`src/rtl/inst_dispatcher.sv`:
```
// Instruction dispatcher: fetches one instruction at a time from instruction memory and issues it
// to the addressed processor cache, waiting for completion before fetching the next.
module inst_dispatcher #(
  parameter int unsigned MAX_INSTR = 5,
  parameter int unsigned TIMEOUT   = 15
) (
  input  logic       clock_i,
  input  logic       reset_ni,
  input  logic       start_i,
  output logic       send_o,
  input  logic [1:0] in_proc_i,
  input  logic [1:0] in_opcode_i,
  input  logic [3:0] in_tag_i,
  input  logic [7:0] in_data_i,
  output logic [2:0] req_valid_o,
  output logic [1:0] req_op_o,
  output logic [3:0] req_tag_o,
  output logic [7:0] req_data_o,
  input  logic       req_ack_i,
  input  logic       req_done_i,
  output logic       busy_o,
  output logic       halted_o,
  output logic       error_o,
  output logic [2:0] instr_count_o
);

  // state     | meaning
  // IDLE      | waiting for start
  // SEND      | fetch strobe to instruction memory
  // WAIT_MEM  | memory output settling; latch fields on exit
  // DECODE    | classify latched instruction
  // ISSUE     | request held until the cache acks
  // WAIT_DONE | waiting for the cache to finish, bounded by the timeout counter
  // NEXT      | fetch again or stop at the instruction limit
  // HALT      | run finished; only reset leaves this state
  typedef enum logic [2:0] {
    IDLE, SEND, WAIT_MEM, DECODE, ISSUE, WAIT_DONE, NEXT, HALT
  } state_e;

  localparam logic [2:0] MAX_C = 3'(MAX_INSTR);
  localparam logic [3:0] TMO_C = 4'(TIMEOUT);

  state_e     state_q, state_d;
  logic       send_q, send_d;
  logic [1:0] proc_q, proc_d;
  logic [2:0] valid_q, valid_d;
  logic [1:0] op_q, op_d;
  logic [3:0] tag_q, tag_d;
  logic [7:0] data_q, data_d;
  logic       busy_q, busy_d;
  logic       halted_q, halted_d;
  logic       err_q, err_d;
  logic [2:0] cnt_q, cnt_d;
  logic [3:0] tmo_q, tmo_d;
  logic [2:0] cnt_inc;

  // Completed-instruction count saturates rather than wrapping.
  assign cnt_inc = (cnt_q == MAX_C) ? cnt_q : cnt_q + 3'd1;

  always_comb begin
    state_d = state_q;
    proc_d  = proc_q;
    valid_d = valid_q;
    op_d    = op_q;
    tag_d   = tag_q;
    data_d  = data_q;
    err_d   = err_q;
    cnt_d   = cnt_q;
    tmo_d   = tmo_q;
    unique case (state_q)
      IDLE: begin
        if (start_i) begin
          state_d = SEND;
          err_d   = 1'b0;
          cnt_d   = 3'd0;
        end
      end
      SEND: state_d = WAIT_MEM;
      WAIT_MEM: begin
        proc_d  = in_proc_i;
        op_d    = in_opcode_i;
        tag_d   = in_tag_i;
        data_d  = in_data_i;
        state_d = DECODE;
      end
      DECODE: begin
        if (proc_q == 2'b11 && op_q == 2'b11) begin
          state_d = HALT;
        end else if (op_q == 2'b10 || proc_q == 2'b11) begin
          err_d   = 1'b1;
          cnt_d   = cnt_inc;
          state_d = NEXT;
        end else begin
          valid_d = 3'b001 << proc_q;
          state_d = ISSUE;
        end
      end
      ISSUE: begin
        if (req_ack_i) begin
          valid_d = 3'b000;
          tmo_d   = 4'd0;
          if (req_done_i) begin
            cnt_d   = cnt_inc;
            state_d = NEXT;
          end else begin
            state_d = WAIT_DONE;
          end
        end
      end
      WAIT_DONE: begin
        if (req_done_i) begin
          cnt_d   = cnt_inc;
          state_d = NEXT;
        end else if (tmo_q == TMO_C - 4'd1) begin
          tmo_d   = TMO_C;
          err_d   = 1'b1;
          cnt_d   = cnt_inc;
          state_d = NEXT;
        end else begin
          tmo_d = tmo_q + 4'd1;
        end
      end
      NEXT:    state_d = (cnt_q == MAX_C) ? HALT : SEND;
      HALT:    state_d = HALT;
      default: state_d = IDLE;
    endcase
    // Status outputs are registered from the next state so they align with it.
    send_d   = (state_d == SEND);
    busy_d   = (state_d != IDLE) && (state_d != HALT);
    halted_d = (state_d == HALT);
  end

  always_ff @(posedge clock_i or negedge reset_ni) begin
    if (!reset_ni) begin
      state_q  <= IDLE;
      send_q   <= 1'b0;
      proc_q   <= 2'b00;
      valid_q  <= 3'b000;
      op_q     <= 2'b00;
      tag_q    <= 4'd0;
      data_q   <= 8'd0;
      busy_q   <= 1'b0;
      halted_q <= 1'b0;
      err_q    <= 1'b0;
      cnt_q    <= 3'd0;
      tmo_q    <= 4'd0;
    end else begin
      state_q  <= state_d;
      send_q   <= send_d;
      proc_q   <= proc_d;
      valid_q  <= valid_d;
      op_q     <= op_d;
      tag_q    <= tag_d;
      data_q   <= data_d;
      busy_q   <= busy_d;
      halted_q <= halted_d;
      err_q    <= err_d;
      cnt_q    <= cnt_d;
      tmo_q    <= tmo_d;
    end
  end

  assign send_o        = send_q;
  assign req_valid_o   = valid_q;
  assign req_op_o      = op_q;
  assign req_tag_o     = tag_q;
  assign req_data_o    = data_q;
  assign busy_o        = busy_q;
  assign halted_o      = halted_q;
  assign error_o       = err_q;
  assign instr_count_o = cnt_q;

endmodule
```
`config.mk`:
```
export PLATFORM = sky130hd
export DESIGN_NAME = inst_dispatcher
export DESIGN_NICKNAME = d
export VERILOG_FILES = /design/src/rtl/inst_dispatcher.sv
export SDC_FILE = /design/constraint.sdc
export NUM_CORES = 1
export LEC_CHECK = 0
export CAP_MARGIN = 20
export CORE_MARGIN = 3
export CORE_UTILIZATION = 43
export DETAILED_ROUTE_END_ITERATION = 7
export GPL_TIMING_DRIVEN = 0
export PLACE_DENSITY = 0.75
export SLEW_MARGIN = 20
export SYNTH_ARGS = -nofsm -noshare
export SYNTH_HDL_FRONTEND = slang
export SYNTH_SLANG_ARGS = --single-unit
```
`constraint.sdc`:
```
create_clock -name clock_i -period 1.55 [get_ports clock_i]
set_clock_uncertainty 0.1 [all_clocks]
set_input_delay 0.31 -clock clock_i [delete_from_list [all_inputs] [get_ports clock_i]]
set_output_delay 0.31 -clock clock_i [all_outputs]
set_load 0.05 [all_outputs]
```
-- Yosys cells after proc, flatten, opt, wreduce, memory -nomap -nowiden
Index checks and enable logic that the tools add are counted.
- input bits: 21
- word-level logic and storage cells: 84
- RAM bits: 0
- ROM bits: 0
- memories kept: 0
- latch bits: 0
- output and inout port bits: 24
- register bits after elaboration: 33
- $add $sub $neg: 2
- $mul: 0
- bitwise operators: 0
- div/mod/pow operators: 0
- multiplexer cells: 32
- order comparisons: 0
- eq/ne operators: 24
- shifts and indexed selects: 1
- reductions and logical operators: 13
- operator list (cell ; count):
    $mux W3 ; 16
    $pmux W3 S8 ; 1
    $eq A3 B3 Y1 const B ; 6
    $ne A2 B2 Y1 const B ; 8
    $mux W4 ; 3
    $pmux W3 S4 ; 1
    $pmux W4 S2 ; 1
    $reduce_and A7 Y1 ; 1
    $eq A2 B2 Y1 const B ; 3
    $eq A3 B1 Y1 const B ; 2
    $eq A3 B2 Y1 const B ; 2
    $mux W2 ; 3
    $ne A3 B3 Y1 const B ; 2
    $pmux W3 S2 ; 1
    $reduce_and A6 Y1 ; 1
    $reduce_bool A3 Y1 ; 2
    $mux W1 ; 5
    $add A4 B1 Y4 const B ; 1
    $eq A4 B4 Y1 const B ; 1
    $reduce_and A4 Y1 ; 1
    $reduce_bool A2 Y1 ; 2
    $reduce_bool A4 Y1 ; 1
    $add A3 B1 Y3 const B ; 1
    $logic_not A3 Y1 ; 1
    5 further kinds ; 6

-- Logic depth before layout (Yosys ltp)
Gate-level depths: netlist (run 1).
- depth after elaboration: 7
- gate-level depth with buffers: 7
- gate-level depth less buffers: 7

-- Least setup slack after synthesis (run 1)
Ideal clock, no wire load.
- path type: reg-to-reg
- start: register cnt_q[1] (netlist: instr_count_o[1])
- end: register cnt_q[2] (netlist: instr_count_o[2])
- library setup time: 0.149 ns
- arrival time: 1.658 ns
- buffers on the path: 0
- period minus slack after synthesis: 1.907 ns
- required time: 1.301 ns
- slack: -0.357 ns
- stages on the path, launching flop included: 7
- cells stage by stage: dfrtp_1 > inv_1 > ha_1 > a311oi_2 > o211ai_2 > o21ai_1 > o41ai_2
- word-level cells in the longest chain between the ends: 5
- elaborated cells on any way between the ends: 10
- those cells by class: 1 x add/sub; 1 x eq/ne; 8 x mux
- RTL lines (element ; RTL line ; RTL):
    start, declared ; 53 ; logic [2:0] cnt_q, cnt_d;
    start signal, assigned ; 158 ; cnt_q <= cnt_d;
    $add A3 B1 Y3 / $eq A3 B3 Y1 (equally long branches) ; 58 ; assign cnt_inc = (cnt_q == MAX_C) ? cnt_q : cnt_q + 3'd1;
    $mux W3 * ; 58 ;
    $mux W3 (on tied branches) ; 114, 102, 89 ;
    $mux W3 (on tied branches) ; 111, 87, 99 ;
    $pmux W3 S4 * ; 70 ; unique case (state_q)
Mark *: on every way between the ends. The rest lies on a longest branch, timed or not. The select of a mux whose other input is x is not followed.
A chain may end at the register's enable or synchronous reset.

-- Final worst setup path (run 1)
- start: register state_q[2]
- end: register valid_q[0] (netlist: req_valid_o[0])
- word-level cells in the longest chain between the ends: 3
- elaborated cells on any way between the ends: 8
- those cells by class: 5 x eq/ne; 1 x mux; 2 x reduce/logical
- RTL lines (element ; RTL line ; RTL):
    start, declared ; 43 ; state_e state_q, state_d;
    start signal, assigned ; 148 ; state_q <= state_d;
    $eq A3 B2 Y1 / $eq A3 B3 Y1 (equally long branches) ; 70 ;
    $ne A2 B2 Y1 (no line) / $reduce_bool A2 Y1 (equally long branches) ; - ;
    $reduce_and A4 Y1 (no line) ; - ;
    end signal, assigned ; 151 ; valid_q <= valid_d;
    end, declared ; 46 ; logic [2:0] valid_q, valid_d;
Several ways; a longest one is shown, not always the timed one.

==> Implementation_results.wiki, run 1 <==
{| class="wikitable"
! Metric !! Value
|-
| Outcome || finished with violations
|-
| Violated checks || hold timing, setup timing
|-
| Initial antenna violation count || 0
|-
| Area share of the largest cell type after synthesis || between 50% and 60%
|-
| Aggregate routed wire length || 4400 um
|-
| TritonCTS clock tree || built
|-
| Worst Setup End Kind || flip-flop
|-
| Core Box Area || 3520 um2
|-
| Latest clock arrival within the worst-skew pair || 0.29 ns
|-
| Register area || 838 um2
|-
| Commonest non-fill, non-tap cell in the layout || sky130_fd_sc_hd__dfrtp_1
|-
| Area leader, netlist || sky130_fd_sc_hd__dfrtp_1
|-
| DR iter-0 viols || 82
|-
| Sequential power share || a little over a quarter
|-
| Area of the die || 4610 um2
|-
| Synth Flop Type || sky130_fd_sc_hd__dfrtp_1
|-
| Worst hold-check path type || in2async
|-
| WHS || -0.0217 ns
|-
| Maximum buffer depth of the clock tree || 2
|-
| Final GP Congestion || slightly above 0.8
|-
| Count of final max-slew check failures || 0
|-
| Peak fanout along the critical path || 6
|-
| Remaining max-slew budget at the tightest pin || 50.8%
|-
| Area of the mapped netlist || 1650 um2
|-
| Kind of start point of the critical path || flip-flop
|-
| Internal power summed over all cells || 3340 uW
|-
| CP arrival || 1.72 ns
|-
| Final setup violation count || 8
|-
| Peak Freq || 607 MHz
|-
| Worst reg-to-reg path cell count || 4
|-
| Cell types with the largest area share after synthesis || sky130_fd_sc_hd__dfrtp_1 50%, sky130_fd_sc_hd__mux2_2 11%, sky130_fd_sc_hd__ha_1 3.0%, sky130_fd_sc_hd__nand2_1 3.0%, sky130_fd_sc_hd__nand2b_1 1.9%
|-
| Die span in x || 67.9 um
|-
| Row count || 21
|-
| Congestion Overflow GR || 0
|-
| Quantity of hold-fixing buffers added after cts || 0
|-
| Number of inserted diodes || 0
|-
| Post-synthesis register bit count || 33
|-
| Area added between synthesis and finish || 56.0%
|-
| Wire length of the first global-routing pass || 6790 um
|-
| Reported leakage power || 0.00108 uW
|-
| Buffer cell driving the clock tree root || sky130_fd_sc_hd__clkbuf_8
|-
| Worst Path Class, Setup || reg2reg
|-
| Maximum number of pins on one net before global-route repair || 34
|-
| Total power per unit cell area || around 2400 nW/um2
|-
| Via count || 1412
|-
| Number of nets in the layout || 234
|-
| Transition time at the pin with the least slew margin || 0.739 ns
|-
| CTS sink cnt || 33
|-
| Effective utilization at floorplan || roughly 47%
|-
| Tcrit/Tclk final || 106%
|-
| Count of unresolved DRC violations after routing || 0
|-
| Half-perimeter wire length of the detailed placement result || about 2800 um
|-
| Final setup slack of the worst path || -0.0974 ns
|-
| Setup repair after global routing missed its margin || yes
|-
| Area occupied by multi-input gates || 915 um2
|-
| Drt pass-1 iters || 4
|-
| I/O pin total || 45
|-
| Layout cell share with drive strength beyond 1 || 51.9%
|-
| WL per Instance || 17.2 um
|-
| Sequential cell area fraction in the yosys report || around 50%
|-
| Destination of the worst register-to-register timing path || req_valid_o[0]$_DFFE_PN0P_
|-
| Utilization after layout || between 70% and 80%
|-
| Number of H-tree levels || 2
|-
| Pre-CTS setup slack || -0.526 ns
|-
| Count of unique library cells instantiated by Yosys || between 40 and 50
|-
| Launching point of the worst reg2reg path || state_q[2]$_DFF_PN0_
|-
| Number of buffers created by CTS || 5
|-
| Critical Path RT || about 1.6 ns
|-
| Reported max-cap violation count || 0
|-
| Minimum clock period after layout || ~1.6 ns
|-
| Flop-to-flop setup slack || -0.1 ns
|-
| Maximum vdd drop || 1.68 mV
|-
| Clock network power share || a little over an eighth
|-
| Count of flip-flops with a built-in enable after synthesis || 0
|-
| Synth Instances || 141
|-
| Vertical extent of the die || 67.9 um
|-
| Number of warning messages in the yosys log || 0
|-
| Filler cells || 238
|-
| Commonest cells after routing, fill and taps aside || 23 x sky130_fd_sc_hd__dfrtp_1, 19 x sky130_fd_sc_hd__clkdlybuf4s15_2, 18 x sky130_fd_sc_hd__clkdlybuf4s50_1
|-
| Switching component of the power || 2870 uW
|-
| Nets in the synthesized netlist || 166
|-
| Register clock-pin slew on the reported worst setup and hold paths || 0.07 ns
|-
| Logic pwr share || about three fifths
|-
| Switching share of total power || 46.2%
|-
| Average footprint of a synthesized cell || between 10 and 15 um2
|-
| Post-route antenna net violation count || 0
|-
| Via count of the first global-routing pass || 1489
|-
| Number of I/O port buffers || 44
|-
| GRT Util Overall || about 20%
|-
| Final hold violation count || 33
|-
| Share of async-settable or async-resettable flops after synthesis || between 90% and 100%
|-
| Ratio of routed vias to standard cells || 5.52
|}
power groups by stage:
stage	sequential [uW]	combinational [uW]	clock [uW]
finish	1620	3740	852
global route	1670	3940	910
CTS	1600	3370	862
detailed placement	1610	3130	0
global placement	1570	3060	0
floorplan	2490	1290	0
routing by layer:
metal	wire length (um)	part of all wire [%]	GRT usage, %	vias to the layer above
li1	-	-	-	649
met1	1730	39	22.5	697
met2	2310	52	34.5	55
met5	0	0	0	-
met4	101	2.3	7.94	0
met3	260	5.9	6.90	11
Yosys cell counts, types with 2 or more instances:
cell type / n
sky130_fd_sc_hd__a21o_1: 2
sky130_fd_sc_hd__o21ai_1: 2
sky130_fd_sc_hd__nand2b_1: 5
sky130_fd_sc_hd__mux2_2: 16
sky130_fd_sc_hd__and2_1: 2
sky130_fd_sc_hd__nand2_1: 13
sky130_fd_sc_hd__o41ai_1: 2
sky130_fd_sc_hd__nand3_1: 5
sky130_fd_sc_hd__dfrtp_1: 33
sky130_fd_sc_hd__a22o_1: 2
sky130_fd_sc_hd__inv_1: 4
sky130_fd_sc_hd__buf_4: 3
sky130_fd_sc_hd__nor2b_1: 4
sky130_fd_sc_hd__o211ai_2: 2
sky130_fd_sc_hd__nor2_1: 6
sky130_fd_sc_hd__ha_1: 4
sky130_fd_sc_hd__nor3_1: 3
sky130_fd_sc_hd__o21ai_0: 4
sky130_fd_sc_hd__a21oi_1: 5
final cells by class:
type	instances	share of cell area, %
multi-input combinational	99	35.6
inverter	5	0.731
clock buffer	6	3.21
timing repair buffer	62	22.9
buffer	3	1.17
sequential	33	32.6
tap	46	2.24
clock inverter	2	1.46
worst max-delay path by stage:
| stage | slack (ns) | start | cells past startpoint | endpoint |
|---|---|---|---|---|
| 2_1_floorplan | -0.10 | instr_count_o[1]$_DFFE_PN0P_ | 6 | instr_count_o[2]$_DFFE_PN0P_ |
| 3_3_place_gp | -0.66 | reset_ni | 1 | req_op_o[1]$_DFFE_PN0P_ |
| 3_5_place_dp | -0.53 | req_done_i | 6 | send_o$_DFF_PN0_ |
| 4_1_cts | -0.07 | state_q[0]$_DFF_PN0_ | 5 | instr_count_o[2]$_DFFE_PN0P_ |
| 5_1_grt | -0.15 | state_q[0]$_DFF_PN0_ | 5 | busy_o$_DFF_PN0_ |
| 6_report | -0.1 | state_q[2]$_DFF_PN0_ | 4 | req_valid_o[0]$_DFFE_PN0P_ |
cell families (layout without fill, tap and decap cells):
| family | after synthesis | after routing | share of synthesized area (%) |
|---|---|---|---|
| flip-flops | 33 | 33 | 50.2 |
| AO/OA/AOI/OAI | 32 | 32 | 16.0 |
| buffers and inverters | 9 | 78 | 2.81 |
| multiplexers | 16 | 16 | 10.9 |
| adder cells (fa/ha/maj) | 4 | 4 | 3.04 |
| AND/OR/NAND/NOR | 47 | 47 | 17.1 |
per-stage QoR:
| step | power, uW | hold slack, ns | std cells | setup TNS [ns] | area (um2) |
|---|---|---|---|---|---|
| final | 6210 | -0.0217 | 256 | -0.380 | 2570 |
| after global routing | 6520 | 0.0327 | 256 | -1.07 | 2570 |
| after CTS | 5830 | 0.00662 | 249 | -0.119 | 2440 |
| after detailed placement | 4740 | 0.316 | 231 | -6.17 | 2160 |
| after global placement | 4630 | 0.366 | 231 | -24.32 | 2160 |
| after floorplan | 3780 | -0.0856 | 141 | -0.250 | 1670 |
registers in the layout, summed over array words and instances (netlist names):
signal	flops
busy_o	1
req_valid_o	3
proc_q	2
send_o	1
halted_o	1
state_q	3
error_o	1
tmo_q	4
req_op_o	2
req_tag_o	4
instr_count_o	3
req_data_o	8
critical path: stages (launching register included):
cell and delay [ns]:
sky130_fd_sc_hd__dfrtp_2 0.44, sky130_fd_sc_hd__nand3b_4 0.22, sky130_fd_sc_hd__and3b_1 0.31, sky130_fd_sc_hd__a21oi_2 0.09, sky130_fd_sc_hd__o41ai_1 0.36
repair_timing:
action / 4_1_cts / 5_1_grt
setup endpoints to repair: 42 / 35
resized for setup: 85 / 25
buffers inserted: 10 / 7
cloned: 0 / 1
pin swaps: 11 / 7
Power figures use the tool's default switching activity.
==> inputs of run 2 (changes only) <==
--- a/config.mk
+++ b/config.mk
@@ -7,7 +7,7 @@
 export LEC_CHECK = 0
 export CAP_MARGIN = 20
 export CORE_MARGIN = 3
-export CORE_UTILIZATION = 43
+export CORE_UTILIZATION = 45
 export DETAILED_ROUTE_END_ITERATION = 7
 export GPL_TIMING_DRIVEN = 0
 export PLACE_DENSITY = 0.75
==> constraint.sdc (replaced) <==
create_clock -name clock_i -period 1.8 [get_ports clock_i]
set_clock_uncertainty 0.1 [all_clocks]
set_input_delay 0.36 -clock clock_i [delete_from_list [all_inputs] [get_ports clock_i]]
set_output_delay 0.36 -clock clock_i [all_outputs]
set_load 0.05 [all_outputs]
==> Implementation_results.wiki, run 2 (same netlist as run 1, synthesis figures left out) <==
{| class="wikitable"
! Metric !! Value
|-
| Outcome || finished clean
|-
| Peak Freq || 576 MHz (-5.1%)
|-
| Commonest cells after routing, fill and taps aside || 31 x sky130_fd_sc_hd__dfrtp_1, 24 x sky130_fd_sc_hd__dlygate4sd2_1, 18 x sky130_fd_sc_hd__clkdlybuf4s50_1
|-
| Peak fanout along the critical path || 10 (+4)
|-
| Row count || 21 (unchanged)
|-
| Number of nets in the layout || 219 (-6.4%)
|-
| Maximum vdd drop || 1.21 mV (-28%)
|-
| Final GP Congestion || 0.845 (+4.2%)
|-
| Reported max-cap violation count || 0 (unchanged)
|-
| WL per Instance || 15.3 um (-11%)
|-
| Quantity of hold-fixing buffers added after cts || 0 (unchanged)
|-
| Register clock-pin slew on the reported worst setup and hold paths || 0.07 ns (about the same)
|-
| Latest clock arrival within the worst-skew pair || 0.29 ns (about the same)
|-
| Setup repair after global routing missed its margin || yes
|-
| Flip-flop count of the largest register, all copies and words added || 8 (unchanged)
|-
| Half-perimeter wire length of the detailed placement result || 2660 um (-4.9%)
|-
| Count of final max-slew check failures || 0 (unchanged)
|-
| CTS sink cnt || 33 (unchanged)
|-
| Setup tns final || 0 ns (+0.380 ns)
|-
| Number of H-tree levels || 2 (unchanged)
|-
| Drt pass-1 iters || 4 (unchanged)
|-
| Post-layout instance count excluding filler cells || 240 (-6.3%)
|-
| Count of unresolved DRC violations after routing || 0 (unchanged)
|-
| Filler cells || 283 (+19%)
|-
| Vertical extent of the die || 66.5 um (-2.0%)
|-
| Worst Setup End Kind || flip-flop
|-
| Wire length of the first global-routing pass || 6440 um (-5.2%)
|-
| TritonCTS clock tree || built
|-
| CP arrival || 1.80 ns (+0.08 ns)
|-
| Area of the die || 4420 um2 (-4.1%)
|-
| Number of inserted diodes || 0 (unchanged)
|-
| Kind of start point of the critical path || flip-flop
|-
| Minimum clock period after layout || 1.74 ns (+0.0887 ns)
|-
| Remaining max-slew budget at the tightest pin || 52.1% (+1.3 points)
|-
| Utilization after layout || 65.0% (-7.9 points)
|-
| Effective utilization at floorplan || 47.8% (+1.1 points)
|-
| Maximum buffer depth of the clock tree || 2 (unchanged)
|-
| Die span in x || 66.5 um (-2.0%)
|-
| Final hold violation count || 0 (-100%)
|-
| Launching point of the worst reg2reg path || state_q[0]$_DFF_PN0_
|-
| Initial antenna violation count || 0 (unchanged)
|-
| Area added between synthesis and finish || 35.9%
|-
| Via count || 1321 (-6.4%)
|-
| Ratio of routed vias to standard cells || 5.50 (-0.21%)
|-
| I/O pin total || 45 (unchanged)
|-
| Maximum number of pins on one net before global-route repair || 34 (unchanged)
|-
| WHS || 0.0330 ns (+0.0548 ns)
|-
| Buffer cell driving the clock tree root || sky130_fd_sc_hd__clkbuf_8
|-
| CP startpoint || state_q[0]$_DFF_PN0_
|-
| Core Box Area || 3440 um2 (-2.2%)
|-
| Congestion Overflow GR || 0 (unchanged)
|-
| Critical Path RT || 1.86 ns (+0.24 ns)
|-
| Aggregate routed wire length || 3670 um (-17%)
|-
| Reported leakage power || 0.00100 uW (-6.9%)
|-
| Worst hold-check path type || in2async
|-
| Number of I/O port buffers || 44 (unchanged)
|-
| Number of buffers created by CTS || 5 (unchanged)
|-
| DR iter-0 viols || 102 (+24%)
|-
| Final setup violation count || 0 (-8)
|-
| Commonest non-fill, non-tap cell in the layout || sky130_fd_sc_hd__dfrtp_1
|-
| GRT Util Overall || 19.4% (-0.58 points)
|-
| Transition time at the pin with the least slew margin || 0.718 ns (-0.0201 ns)
|-
| Total power per unit cell area || 2000 nW/um2 (-17%)
|-
| Via count of the first global-routing pass || 1446 (-2.9%)
|-
| Worst Path Class, Setup || reg2reg
|-
| Tcrit/Tclk final || 96.4% (-9.8 points)
|-
| Post-route antenna net violation count || 0 (unchanged)
|-
| Final setup slack of the worst path || 0.0639 ns (+0.161 ns)
|-
| Pre-CTS setup slack || -0.396 ns (+0.130 ns)
|-
| Inst Count DP || 231 (unchanged)
|-
| Layout cell share with drive strength beyond 1 || 25.3% (-27 points)
|}
-- run 2: changes by cell type in the layout (fill, tap and decap cells not counted), moves of 5 or more --
cell and change:
sky130_fd_sc_hd__dfrtp_2 -8, sky130_fd_sc_hd__buf_6 -5, sky130_fd_sc_hd__buf_4 -11, sky130_fd_sc_hd__dlygate4sd2_1 +23, sky130_fd_sc_hd__clkdlybuf4s15_2 -19, sky130_fd_sc_hd__dfrtp_1 +8
-- run 2: stage by stage --
stage	instance area (um2)	power, uW
after floorplan	1650	3240
after global placement	2150	3960
after detailed placement	2140	4040
after CTS	2210	4450
after global routing	2240	4780
final	2240	4490
-- run 2: layer usage --
layer  routed length (um)  track usage [%]  vias up  part of all wire (%)
met5                    0                0        -                     0
met4                   94             10.2        0                   2.6
met3                  349             7.93       11                   9.5
met2                 1710             29.9       55                    47
met1                 1510             23.0      637                    41
li1                     -                -      618                     -
-- run 2: report_power, final --
part	leakage, uW	internal [uW]	switching (uW)
clock	0.0000443	303	251
sequential	0.000405	1080	273
combinational	0.000556	915	1670
-- run 2: cell type report --
type / instances / area [um2] / area share (%)
Timing Repair Buffer: 46 / 415 / 18.6
Inverter: 5 / 18.8 / 0.838
Multi-Input combinational cell: 99 / 805 / 35.9
Buffer: 4 / 27.5 / 1.23
Tap cell: 46 / 57.6 / 2.57
Sequential cell: 33 / 828 / 37.0
Clock buffer: 7 / 86.3 / 3.86
-- run 2: final timing paths --
check / endpoint / slack (ns) / cells past startpoint
hold / removal: tmo_q[0]$_DFFE_PN0P_ / 0.03 / 1
setup reg to reg: req_data_o[7]$_DFFE_PN0P_ / 0.06 / 4
hold reg to reg: req_valid_o[1]$_DFFE_PN0P_ / 0.38 / 2
max in group asynchronous: instr_count_o[1]$_DFFE_PN0P_ / 1.07 / 1
min in group clock_i: req_valid_o[1]$_DFFE_PN0P_ / 0.38 / 2
setup / recovery: req_data_o[7]$_DFFE_PN0P_ / 0.06 / 4
-- run 2: worst max-delay path, stage by stage (launching register included) --
cell and delay (ns):
sky130_fd_sc_hd__dfrtp_1 0.48, sky130_fd_sc_hd__buf_4 0.23, sky130_fd_sc_hd__nor2_4 0.23, sky130_fd_sc_hd__buf_4 0.23, sky130_fd_sc_hd__mux2_2 0.35
-- run 2: timing repair --
action	4_1_cts	5_1_grt
pin swaps	1	4
setup endpoints to repair	27	5
resized for setup	25	7
setup buffers	2	0
